`src/rtl/ifetch_unit.sv`:
```
// Instruction-fetch unit: owns the PC, fetches a 32-bit instruction as 32/MEMW big-endian
// memory beats and hands it to decode through a valid/ready handshake, with redirects.
module ifetch_unit #(
  parameter int            MEMW     = 8,
  parameter int            AW       = 8,
  parameter logic [AW-1:0] RESET_PC = '0
) (
  input  logic            clk,
  input  logic            reset,
  output logic            mem_req,
  output logic [AW-1:0]   mem_adr,
  input  logic            mem_ready,
  input  logic [MEMW-1:0] mem_rdata,
  output logic [31:0]     instr,
  output logic [AW-1:0]   instr_pc,
  output logic            instr_valid,
  input  logic            instr_ready,
  input  logic            redir,
  input  logic [AW-1:0]   redir_pc
);

  localparam int            BEATS = 32 / MEMW;
  localparam logic [AW-1:0] STEP  = AW'(MEMW / 8);
  localparam logic [1:0]    LAST  = 2'(BEATS - 1);

  generate
    if (!(MEMW == 8 || MEMW == 16 || MEMW == 32) || (RESET_PC[1:0] != 2'b00)) begin : g_bad_param
      $error("ifetch_unit: MEMW must be 8, 16 or 32 and RESET_PC word aligned");
    end
  endgenerate

  typedef enum logic [1:0] {IDLE, FETCH, HOLD} state_t;

  state_t        state_q, state_d;
  logic [AW-1:0] fadr_q, fadr_d;
  logic [1:0]    beat_q, beat_d;
  logic [31:0]   instr_q, instr_d;
  logic [AW-1:0] instr_pc_q, instr_pc_d;
  logic          instr_valid_q, instr_valid_d;

  // Redirect targets are forced word aligned, so the low address bits are dropped.
  logic unused_redir_lsb;
  assign unused_redir_lsb = ^redir_pc[1:0];

  always_comb begin
    state_d       = state_q;
    fadr_d        = fadr_q;
    beat_d        = beat_q;
    instr_d       = instr_q;
    instr_pc_d    = instr_pc_q;
    instr_valid_d = instr_valid_q;
    case (state_q)
      IDLE: state_d = FETCH;
      FETCH: begin
        if (mem_ready) begin
          for (int k = 0; k < BEATS; k++) begin
            if (beat_q == 2'(k)) instr_d[31-k*MEMW -: MEMW] = mem_rdata;
          end
          fadr_d = fadr_q + STEP;
          if (beat_q == 2'd0) instr_pc_d = fadr_q;
          if (beat_q == LAST) begin
            state_d       = HOLD;
            beat_d        = 2'd0;
            instr_valid_d = 1'b1;
          end else begin
            beat_d = beat_q + 2'd1;
          end
        end
      end
      HOLD: begin
        if (instr_ready) begin
          state_d       = FETCH;
          instr_valid_d = 1'b0;
        end
      end
      default: state_d = IDLE;
    endcase
    // A redirect wins over everything; a beat completing in the same cycle is thrown away.
    if (redir) begin
      state_d       = FETCH;
      fadr_d        = {redir_pc[AW-1:2], 2'b00};
      beat_d        = 2'd0;
      instr_d       = instr_q;
      instr_pc_d    = instr_pc_q;
      instr_valid_d = 1'b0;
    end
  end

  always_ff @(posedge clk or posedge reset) begin
    if (reset) begin
      state_q       <= IDLE;
      fadr_q        <= RESET_PC;
      beat_q        <= 2'd0;
      instr_q       <= 32'h0;
      instr_pc_q    <= '0;
      instr_valid_q <= 1'b0;
    end else begin
      state_q       <= state_d;
      fadr_q        <= fadr_d;
      beat_q        <= beat_d;
      instr_q       <= instr_d;
      instr_pc_q    <= instr_pc_d;
      instr_valid_q <= instr_valid_d;
    end
  end

  assign mem_req     = (state_q == FETCH);
  assign mem_adr     = fadr_q;
  assign instr       = instr_q;
  assign instr_pc    = instr_pc_q;
  assign instr_valid = instr_valid_q;

endmodule

```
`config.mk`:
```
export PLATFORM = sky130hd
export DESIGN_NAME = ifetch_unit
export DESIGN_NICKNAME = d
export VERILOG_FILES = /design/src/rtl/ifetch_unit.sv
export SDC_FILE = /design/constraint.sdc
export NUM_CORES = 1
export LEC_CHECK = 0
export ABC_AREA = 1
export CAP_MARGIN = 40
export CELL_PAD_IN_SITES_DETAIL_PLACEMENT = 2
export CELL_PAD_IN_SITES_GLOBAL_PLACEMENT = 2
export CORE_ASPECT_RATIO = 0.7
export CORE_MARGIN = 2
export CORE_UTILIZATION = 29
export CTS_BUF_LIST = sky130_fd_sc_hd__clkbuf_4 sky130_fd_sc_hd__clkbuf_8
export DETAILED_ROUTE_END_ITERATION = 7
export GPL_TIMING_DRIVEN = 0
export PLACE_DENSITY_LB_ADDON = 0.1
export REMOVE_ABC_BUFFERS = 1
export SLEW_MARGIN = 20
export SYNTH_ARGS = -nofsm -noshare
export SYNTH_HDL_FRONTEND = slang
export SYNTH_SLANG_ARGS = --single-unit
```
`constraint.sdc`:
```
create_clock -name clk -period 1.6 [get_ports clk]
set_input_delay 0.16 -clock clk [delete_from_list [all_inputs] [get_ports clk]]
set_output_delay 0.16 -clock clk [all_outputs]
set_load 0.005 [all_outputs]
```
==> out/summary.txt, run 1 <==
PLACED DESIGN
--------------------------------------------------------------------------------------------------
Input/output buffers ................................................................           68
Gpl congestion ......................................................................        0.715
HPWL after detailed placement .......................................................      4870 um
Pre-CTS setup slack .................................................................    -0.450 ns

FLOORPLAN
--------------------------------------------------------------------------------------------------
Area of the placeable core ..........................................................     8010 um2
Effective utilization at floorplan ..................................................        30.4%
Die outline width ...................................................................       113 um
Number of placed I/O pins ...........................................................           71
Row count ...........................................................................           27
DIE AREA ............................................................................     9140 um2
Height of the die ...................................................................      80.6 um

CLOCKING
--------------------------------------------------------------------------------------------------
Clock transition time at the flip-flop clock pins of the worst setup and hold paths .      0.10 ns
Clk_lat worst skew ..................................................................      0.32 ns
Root Driver ......................................................................... sky130_fd_sc_hd__clkbuf_8
Cts bufs inserted ...................................................................            5
# hold bufs at CTS ..................................................................            0
Clock tree from TritonCTS ...........................................................        built
Number of sinks driven by the clock tree ............................................           53
H-tree level count ..................................................................            2
Longest Clk Path Bufs ...............................................................            2

DRT
--------------------------------------------------------------------------------------------------
Drt wl/cell .........................................................................      15.8 um
Iter 0 DRT Violations ...............................................................           60
Detailed-route DRC error count ......................................................            0
Post-detailed-route via-to-cell ratio ...............................................         4.65
Router iterations before antenna repair .............................................            4
Routed wire length ..................................................................      6670 um
Number of routed nets with antenna violations .......................................            0
Number of vias after detailed routing ...............................................         1962

GRT
--------------------------------------------------------------------------------------------------
Largest net degree at the start of global routing ...................................           44
First-pass GRT wire length ..........................................................     11100 um
Vias in the first global route ......................................................         2193
Total grt overflow ..................................................................            0
Initial antenna violation count .....................................................            0
Global router's overall resource usage ..............................................        15.7%

STA
--------------------------------------------------------------------------------------------------
RSZ-0062 raised after global routing ................................................          yes
Achievable clock frequency ..........................................................    0.663 GHz
Final clock skew ....................................................................    0.0103 ns
Number of endpoints with negative hold slack in the final report ....................            0
Total negative setup slack ..........................................................         0 ns
Setup ws final ......................................................................    0.0925 ns
Final setup vio count ...............................................................            0
Relative slew margins ...............................................................        66.0%
Crit path time final ................................................................      1.51 ns
Share of the clock period used by the worst path ....................................        94.2%
Number of pins exceeding their max-slew limit in the final report ...................            0
Worst slack on hold paths ...........................................................    0.0933 ns
Transition time of the tightest slew-check pin ......................................     0.510 ns

CELLS AND AREA
--------------------------------------------------------------------------------------------------
Layout cells sized above 1 ..........................................................        17.4%
Antenna diode instance count ........................................................            0
Synth-to-layout area growth .........................................................        37.1%
Fill cell total of the finished layout ..............................................          884
Nets@finish .........................................................................          346

SYNTHESIS
--------------------------------------------------------------------------------------------------
Number of enable flip-flop cells after synthesis ....................................            0
Combinational family with the most area after synthesis ............................. simple AND/OR/NAND/NOR gates
Xor and xnor fraction of the mapped netlist area ....................................       0.360%
Synth area leader ................................................................... sky130_fd_sc_hd__dfrtp_1
Sequential element share of the synthesized area ....................................        54.6%
Total of warnings raised by yosys ...................................................            0
Synth Instances .....................................................................          249
Share of the synthesized area in the top cell type ..................................        54.6%
Synth Area in Compound Gates ........................................................        15.2%
Multiplexer share of the synthesized area ...........................................           0%
Unique cell type count in the Yosys netlist .........................................           21
Avg Cell Area, Syn ..................................................................     9.76 um2
Post-synthesis adder-cell area fraction .............................................        2.57%
Simple logic cell fraction of the synthesized area ..................................        19.9%
Fraction of registers with async set or reset after synthesis .......................         100%
Synthesized cell area ...............................................................     2430 um2
Register bit total from synthesis ...................................................           53
Most used DFF post-synth ............................................................ sky130_fd_sc_hd__dfrtp_1
Leading post-synthesis cells by cell area ........................................... sky130_fd_sc_hd__dfrtp_1 55%, sky130_fd_sc_hd__nand2_1 11%, sky130_fd_sc_hd__o21ai_2 11%, sky130_fd_sc_hd__inv_1 3.4%, sky130_fd_sc_hd__buf_6 2.8%
Leading cell type by number of instances after synthesis ............................ sky130_fd_sc_hd__nand2_1
Commonest cells in the netlist ...................................................... 70 x sky130_fd_sc_hd__nand2_1, 53 x sky130_fd_sc_hd__dfrtp_1, 30 x sky130_fd_sc_hd__o21ai_2

WORST SETUP PATH
--------------------------------------------------------------------------------------------------
Critical path data arrival time .....................................................      1.71 ns
Buffers and inverters on the worst path .............................................            2
Critical register-to-register path startpoint .......................................   state_q[1]
R2r worst-path depth ................................................................            8
End of the worst register-to-register path ..........................................    instr[20]
Max incr delay on CP ................................................................      0.44 ns
Critical Path Fanout Max ............................................................           16
Type of origin of the critical path .................................................     register
CP delay by family, top ............................................................. simple AND/OR/NAND/NOR gates
Crit-path cells ..................................................................... nor2_4, buf_4, nand2_4, nor2_4, buf_12, nand2_4, nand2_1, o21ai_2
Slowest cell on the critical path ................................................... sky130_fd_sc_hd__dfrtp_1
Type of the setup path with the least slack ......................................... register to register
Reg-to-reg slack, setup .............................................................      0.09 ns
CP Capture Type .....................................................................     register
Critical Path RT ....................................................................      1.80 ns

OUTCOME
--------------------------------------------------------------------------------------------------
Run status .......................................................................... finished, final reports clean

HOLD PATH
--------------------------------------------------------------------------------------------------
Tightest Hold Check Type ............................................................ input pin to asynchronous set/reset pin

FLOW RUN
--------------------------------------------------------------------------------------------------
Reported max-cap violation count ....................................................            0

POWER
--------------------------------------------------------------------------------------------------
Static leakage ......................................................................      1.56 nW
Max IR drop VDD .....................................................................   0.000655 V
Power density relative to cell area .................................................  1500 nW/um2

[metrics by stage]
stage	instance area, um2	instances	util, %	power, mW
after CTS	3330	422	41.5	5.09
after global routing	3330	422	41.6	5.36
after floorplan	2340	241	-	2.94
after detailed placement	3180	411	39.7	4.17
final	3330	422	41.6	4.99
after global placement	3150	410	39.3	4.07
[state kept, by name (all words and copies together), names as in the netlist]
| register | flops |
|---|---|
| instr_pc | 8 |
| mem_adr | 8 |
| beat_q | 2 |
| instr | 32 |
| state_q | 2 |
| instr_valid | 1 |
[placed cells by master, fill, tap and decap left out]
cell                              count
sky130_fd_sc_hd__nand2_1             70
sky130_fd_sc_hd__clkdlybuf4s50_1     66
sky130_fd_sc_hd__dfrtp_1             52
sky130_fd_sc_hd__o21ai_2             30
sky130_fd_sc_hd__inv_1               21
sky130_fd_sc_hd__nor2_1              12
sky130_fd_sc_hd__nand3_1             11
sky130_fd_sc_hd__o21ai_0             11
sky130_fd_sc_hd__clkbuf_8             7
sky130_fd_sc_hd__a21oi_1              6
sky130_fd_sc_hd__ha_1                 5
sky130_fd_sc_hd__nand2_4              4
sky130_fd_sc_hd__nand2_2              4
sky130_fd_sc_hd__o21ai_1              3
sky130_fd_sc_hd__nor2_4               2
sky130_fd_sc_hd__nand4_1              2
sky130_fd_sc_hd__nor3_1               2
sky130_fd_sc_hd__dlymetal6s2s_1       2
sky130_fd_sc_hd__buf_4                2
sky130_fd_sc_hd__inv_2                1
sky130_fd_sc_hd__nand2_8              1
sky130_fd_sc_hd__inv_4                1
sky130_fd_sc_hd__xnor2_1              1
sky130_fd_sc_hd__o211ai_1             1
sky130_fd_sc_hd__clkinv_2             1
sky130_fd_sc_hd__buf_16               1
sky130_fd_sc_hd__dfrtp_2              1
sky130_fd_sc_hd__buf_12               1
[worst max-delay path by stage]
stage,start,end,slack (ns),cells past startpoint
after floorplan,state_q[1],instr[24],0.14,6
after detailed placement,redir,instr[3],-0.45,4
final,state_q[1],instr[20],0.09,8
after CTS,mem_adr[2],mem_adr[2],0.02,1
after global placement,reset,instr[19],-1.07,2
after global routing,state_q[0],mem_adr[7],-0.03,7
[routing by layer]
metal | track usage, % | wire length, um | vias to the layer above
met5 | 0 | 0 | -
met3 | 3.32 | 254 | 8
met4 | 4.76 | 86 | 0
met2 | 25.6 | 3120 | 38
met1 | 21.2 | 3210 | 979
li1 | - | - | 937
[report_power, final]
group	total [mW]	switching, mW	internal (mW)
clock	0.842	0.449	0.392
combinational	2.01	0.838	1.17
sequential	2.13	0.323	1.81
total	4.99	1.61	3.38
[logic make-up (layout without fill, tap and decap cells)]
kind of cell / after synthesis / count (layout)
adders and majority gates: 5 / 5
xor gates and xnor gates: 1 / 1
and+or+nand+nor: 108 / 108
AOI/OAI and AO/OA: 51 / 51
buffers and inverters: 31 / 103
DFF: 53 / 53
[final cells by class]
class	count	area (um2)	area share [%]
Clock buffer	7	96.3	2.89
Tap cell	101	126	3.79
Inverter	23	88.8	2.67
Clock inverter	1	5.00	0.150
Multi-Input combinational cell	165	940	28.2
Sequential cell	53	1330	39.8
Timing Repair Buffer	72	748	22.5
[repair_timing]
item,CTS,global route
gates resized for setup,2,5
setup buffers,3,0
setup endpoints to repair,34,30
pin swaps,2,0
endpoints found under the hold margin,0,0
(Power assumes the default switching activity.)
==> inputs of run 2 (changes only) <==
Settings changed: CORE_MARGIN 2 to unset.
==> out/summary.txt, run 2 (synthesis gave the netlist of run 1 again) <==
CELLS AND AREA
--------------------------------------------------------------------------------------------------
Fill cell total of the finished layout ..............................................          882   was 884
Cell area after layout ..............................................................     3370 um2   was 3330 um2
Leading cell types in the layout, fill and taps excluded ............................ 67 x sky130_fd_sc_hd__nand2_1, 66 x sky130_fd_sc_hd__clkdlybuf4s50_1, 52 x sky130_fd_sc_hd__dfrtp_1   was 70 x sky130_fd_sc_hd__nand2_1, 66 x sky130_fd_sc_hd__clkdlybuf4s50_1, 52 x sky130_fd_sc_hd__dfrtp_1
Nets@finish .........................................................................          350   was 346
Layout cells sized above 1 ..........................................................        19.4%   was 17.4%
Area occupied by multi-input gates ..................................................      988 um2   was 940 um2
Flip-flop count of the largest register, all copies and words added .................           32   unchanged
Register cell area after layout .....................................................     1330 um2   unchanged
Synth-to-layout area growth .........................................................        38.5%   was 37.1%
Antenna diode instance count ........................................................            0   unchanged
Most frequent standard cell in the layout excluding fill and tap cells .............. sky130_fd_sc_hd__nand2_1   unchanged

FLOORPLAN
--------------------------------------------------------------------------------------------------
Number of placed I/O pins ...........................................................           71   unchanged
DIE AREA ............................................................................     8760 um2   was 9140 um2
Row count ...........................................................................           27   unchanged
Die outline width ...................................................................       111 um   was 113 um
Effective utilization at floorplan ..................................................        30.4%   unchanged
Area of the placeable core ..........................................................     8010 um2   unchanged
Height of the die ...................................................................      78.6 um   was 80.6 um

PLACED DESIGN
--------------------------------------------------------------------------------------------------
Input/output buffers ................................................................           68   unchanged
HPWL after detailed placement .......................................................      4420 um   was 4870 um
Gpl congestion ......................................................................        0.704   was 0.715
Pre-CTS setup slack .................................................................    -0.481 ns   was -0.450 ns
Placed Instance Area ................................................................     3150 um2   was 3180 um2

STA
--------------------------------------------------------------------------------------------------
Final clock skew ....................................................................   0.00470 ns   was 0.0103 ns
Worst slack on hold paths ...........................................................     0.312 ns   was 0.0933 ns
Share of the clock period used by the worst path ....................................        92.9%   was 94.2%
Setup ws final ......................................................................     0.114 ns   was 0.0925 ns
Achievable clock frequency ..........................................................    0.673 GHz   was 0.663 GHz
Final setup vio count ...............................................................            0   unchanged
Number of endpoints with negative hold slack in the final report ....................            0   unchanged
Crit path time final ................................................................      1.49 ns   was 1.51 ns
Relative slew margins ...............................................................        54.3%   was 66.0%
Transition time of the tightest slew-check pin ......................................     0.686 ns   was 0.510 ns
RSZ-0062 raised after global routing ................................................          yes   unchanged
Number of pins exceeding their max-slew limit in the final report ...................            0   unchanged

FLOW RUN
--------------------------------------------------------------------------------------------------
Reported max-cap violation count ....................................................            0   unchanged

WORST SETUP PATH
--------------------------------------------------------------------------------------------------
R2r worst-path depth ................................................................            8   unchanged
End of the worst register-to-register path ..........................................    instr[22]   was instr[20]
Critical path data arrival time .....................................................      1.68 ns   was 1.71 ns
Critical Path RT ....................................................................      1.80 ns   about the same
Reg-to-reg slack, setup .............................................................      0.11 ns   was 0.09 ns
CP Capture Type .....................................................................     register   unchanged
Type of the setup path with the least slack ......................................... register to register   unchanged
Type of origin of the critical path .................................................     register   unchanged
Critical Path Fanout Max ............................................................           16   unchanged
Critical register-to-register path startpoint .......................................   state_q[1]   unchanged

CLOCKING
--------------------------------------------------------------------------------------------------
Root Driver ......................................................................... sky130_fd_sc_hd__clkbuf_8   unchanged
Cts bufs inserted ...................................................................            5   unchanged
Number of sinks driven by the clock tree ............................................           53   unchanged
Clk_lat worst skew ..................................................................      0.30 ns   was 0.32 ns
H-tree level count ..................................................................            2   unchanged
Clock tree from TritonCTS ...........................................................        built   unchanged
# hold bufs at CTS ..................................................................            0   unchanged
Clock transition time at the flip-flop clock pins of the worst setup and hold paths .      0.09 ns   was 0.10 ns
Longest Clk Path Bufs ...............................................................            2   unchanged

DRT
--------------------------------------------------------------------------------------------------
Routed wire length ..................................................................      6620 um   was 6670 um
Number of routed nets with antenna violations .......................................            0   unchanged
Number of vias after detailed routing ...............................................         1950   was 1962
Detailed-route DRC error count ......................................................            6   was 0
Router iterations before antenna repair .............................................            8   was 4
Iter 0 DRT Violations ...............................................................           83   was 60
Drt wl/cell .........................................................................      15.6 um   was 15.8 um
Post-detailed-route via-to-cell ratio ...............................................         4.59   was 4.65

GRT
--------------------------------------------------------------------------------------------------
First-pass GRT wire length ..........................................................     10700 um   was 11100 um
Largest net degree at the start of global routing ...................................           54   was 44
Global router's overall resource usage ..............................................        15.9%   was 15.7%
Vias in the first global route ......................................................         2012   was 2193
Total grt overflow ..................................................................            0   unchanged
Initial antenna violation count .....................................................            0   unchanged

POWER
--------------------------------------------------------------------------------------------------
Max IR drop VDD .....................................................................   0.000503 V   was 0.000655 V
Static leakage ......................................................................      1.54 nW   was 1.56 nW
Power density relative to cell area .................................................  1480 nW/um2   was 1500 nW/um2

OUTCOME
--------------------------------------------------------------------------------------------------
Violated checks .....................................................................          DRC
Run status .......................................................................... finished with violations   was finished, final reports clean

HOLD PATH
--------------------------------------------------------------------------------------------------
Tightest Hold Check Type ............................................................ input pin to asynchronous set/reset pin   unchanged

==> run 2: cell count changes in the layout (fill, tap and decap cells not counted), moves of 3 or more <==
| cell | previous run | this run |
|---|---|---|
| sky130_fd_sc_hd__buf_4 | 2 | 5 |
| sky130_fd_sc_hd__nand2_2 | 4 | 7 |
| sky130_fd_sc_hd__nand2_8 | 1 | 4 |
| sky130_fd_sc_hd__nand2_1 | 70 | 67 |
==> run 2: area by class of cell <==
class                      instances  share of cell area [%]
clock buffer                       7                    2.68
inverter                          23                    2.64
multi-input combinational        166                    29.4
sequential                        53                    39.4
tap                              101                    3.75
timing repair buffer              75                    22.1
==> run 2: per-layer routing <==
metal / track usage, % / up-vias / wire length, um
met5: 0 / - / 0
met4: 4.46 / 0 / 63
met3: 4.02 / 8 / 280
met2: 23.9 / 39 / 3000
met1: 22.5 / 955 / 3280
li1: - / 948 / -
==> run 2: critical path: stages, from the launching register on <==
cell,delay (ns)
sky130_fd_sc_hd__dfrtp_1,0.43
sky130_fd_sc_hd__nor2_4,0.12
sky130_fd_sc_hd__buf_4,0.13
sky130_fd_sc_hd__nand2_4,0.05
sky130_fd_sc_hd__nor2_4,0.17
sky130_fd_sc_hd__buf_6,0.18
sky130_fd_sc_hd__nand2_8,0.13
sky130_fd_sc_hd__nand2_1,0.11
sky130_fd_sc_hd__o21ai_2,0.05
==> run 2: worst max path at each step <==
stage | start | endpoint | slack, ns | cells past startpoint
after floorplan | state_q[1] | instr[24] | 0.14 | 6
after global placement | reset | instr[18] | -1.05 | 2
after detailed placement | redir | instr_pc[1] | -0.48 | 5
after CTS | state_q[1] | mem_req | 0.03 | 2
after global routing | state_q[1] | instr[31] | 0.003 | 8
final | state_q[1] | instr[22] | 0.11 | 8
==> run 2: stage by stage <==
stage,std cells,util [%],TNS [ns],total power [mW]
after detailed placement,410,39.3,-17.39,4.14
final,425,42.1,0,5.00
after CTS,424,41.2,0,5.00
after floorplan,241,-,0,2.94
after global placement,410,39.3,-72.28,4.07
after global routing,425,42.1,0,5.35
==> run 2: what timing repair did <==
item	in CTS	in global routing
buffers inserted	7	0
endpoints found under the setup margin	42	43
pin swaps	2	1
resized for setup	1	13
cloned	0	1
==> run 2: power breakdown <==
part           internal (mW)  switching (mW)  total [mW]
Clock                  0.362           0.438       0.800
Combinational           1.19           0.875        2.07
Sequential              1.81           0.320        2.13
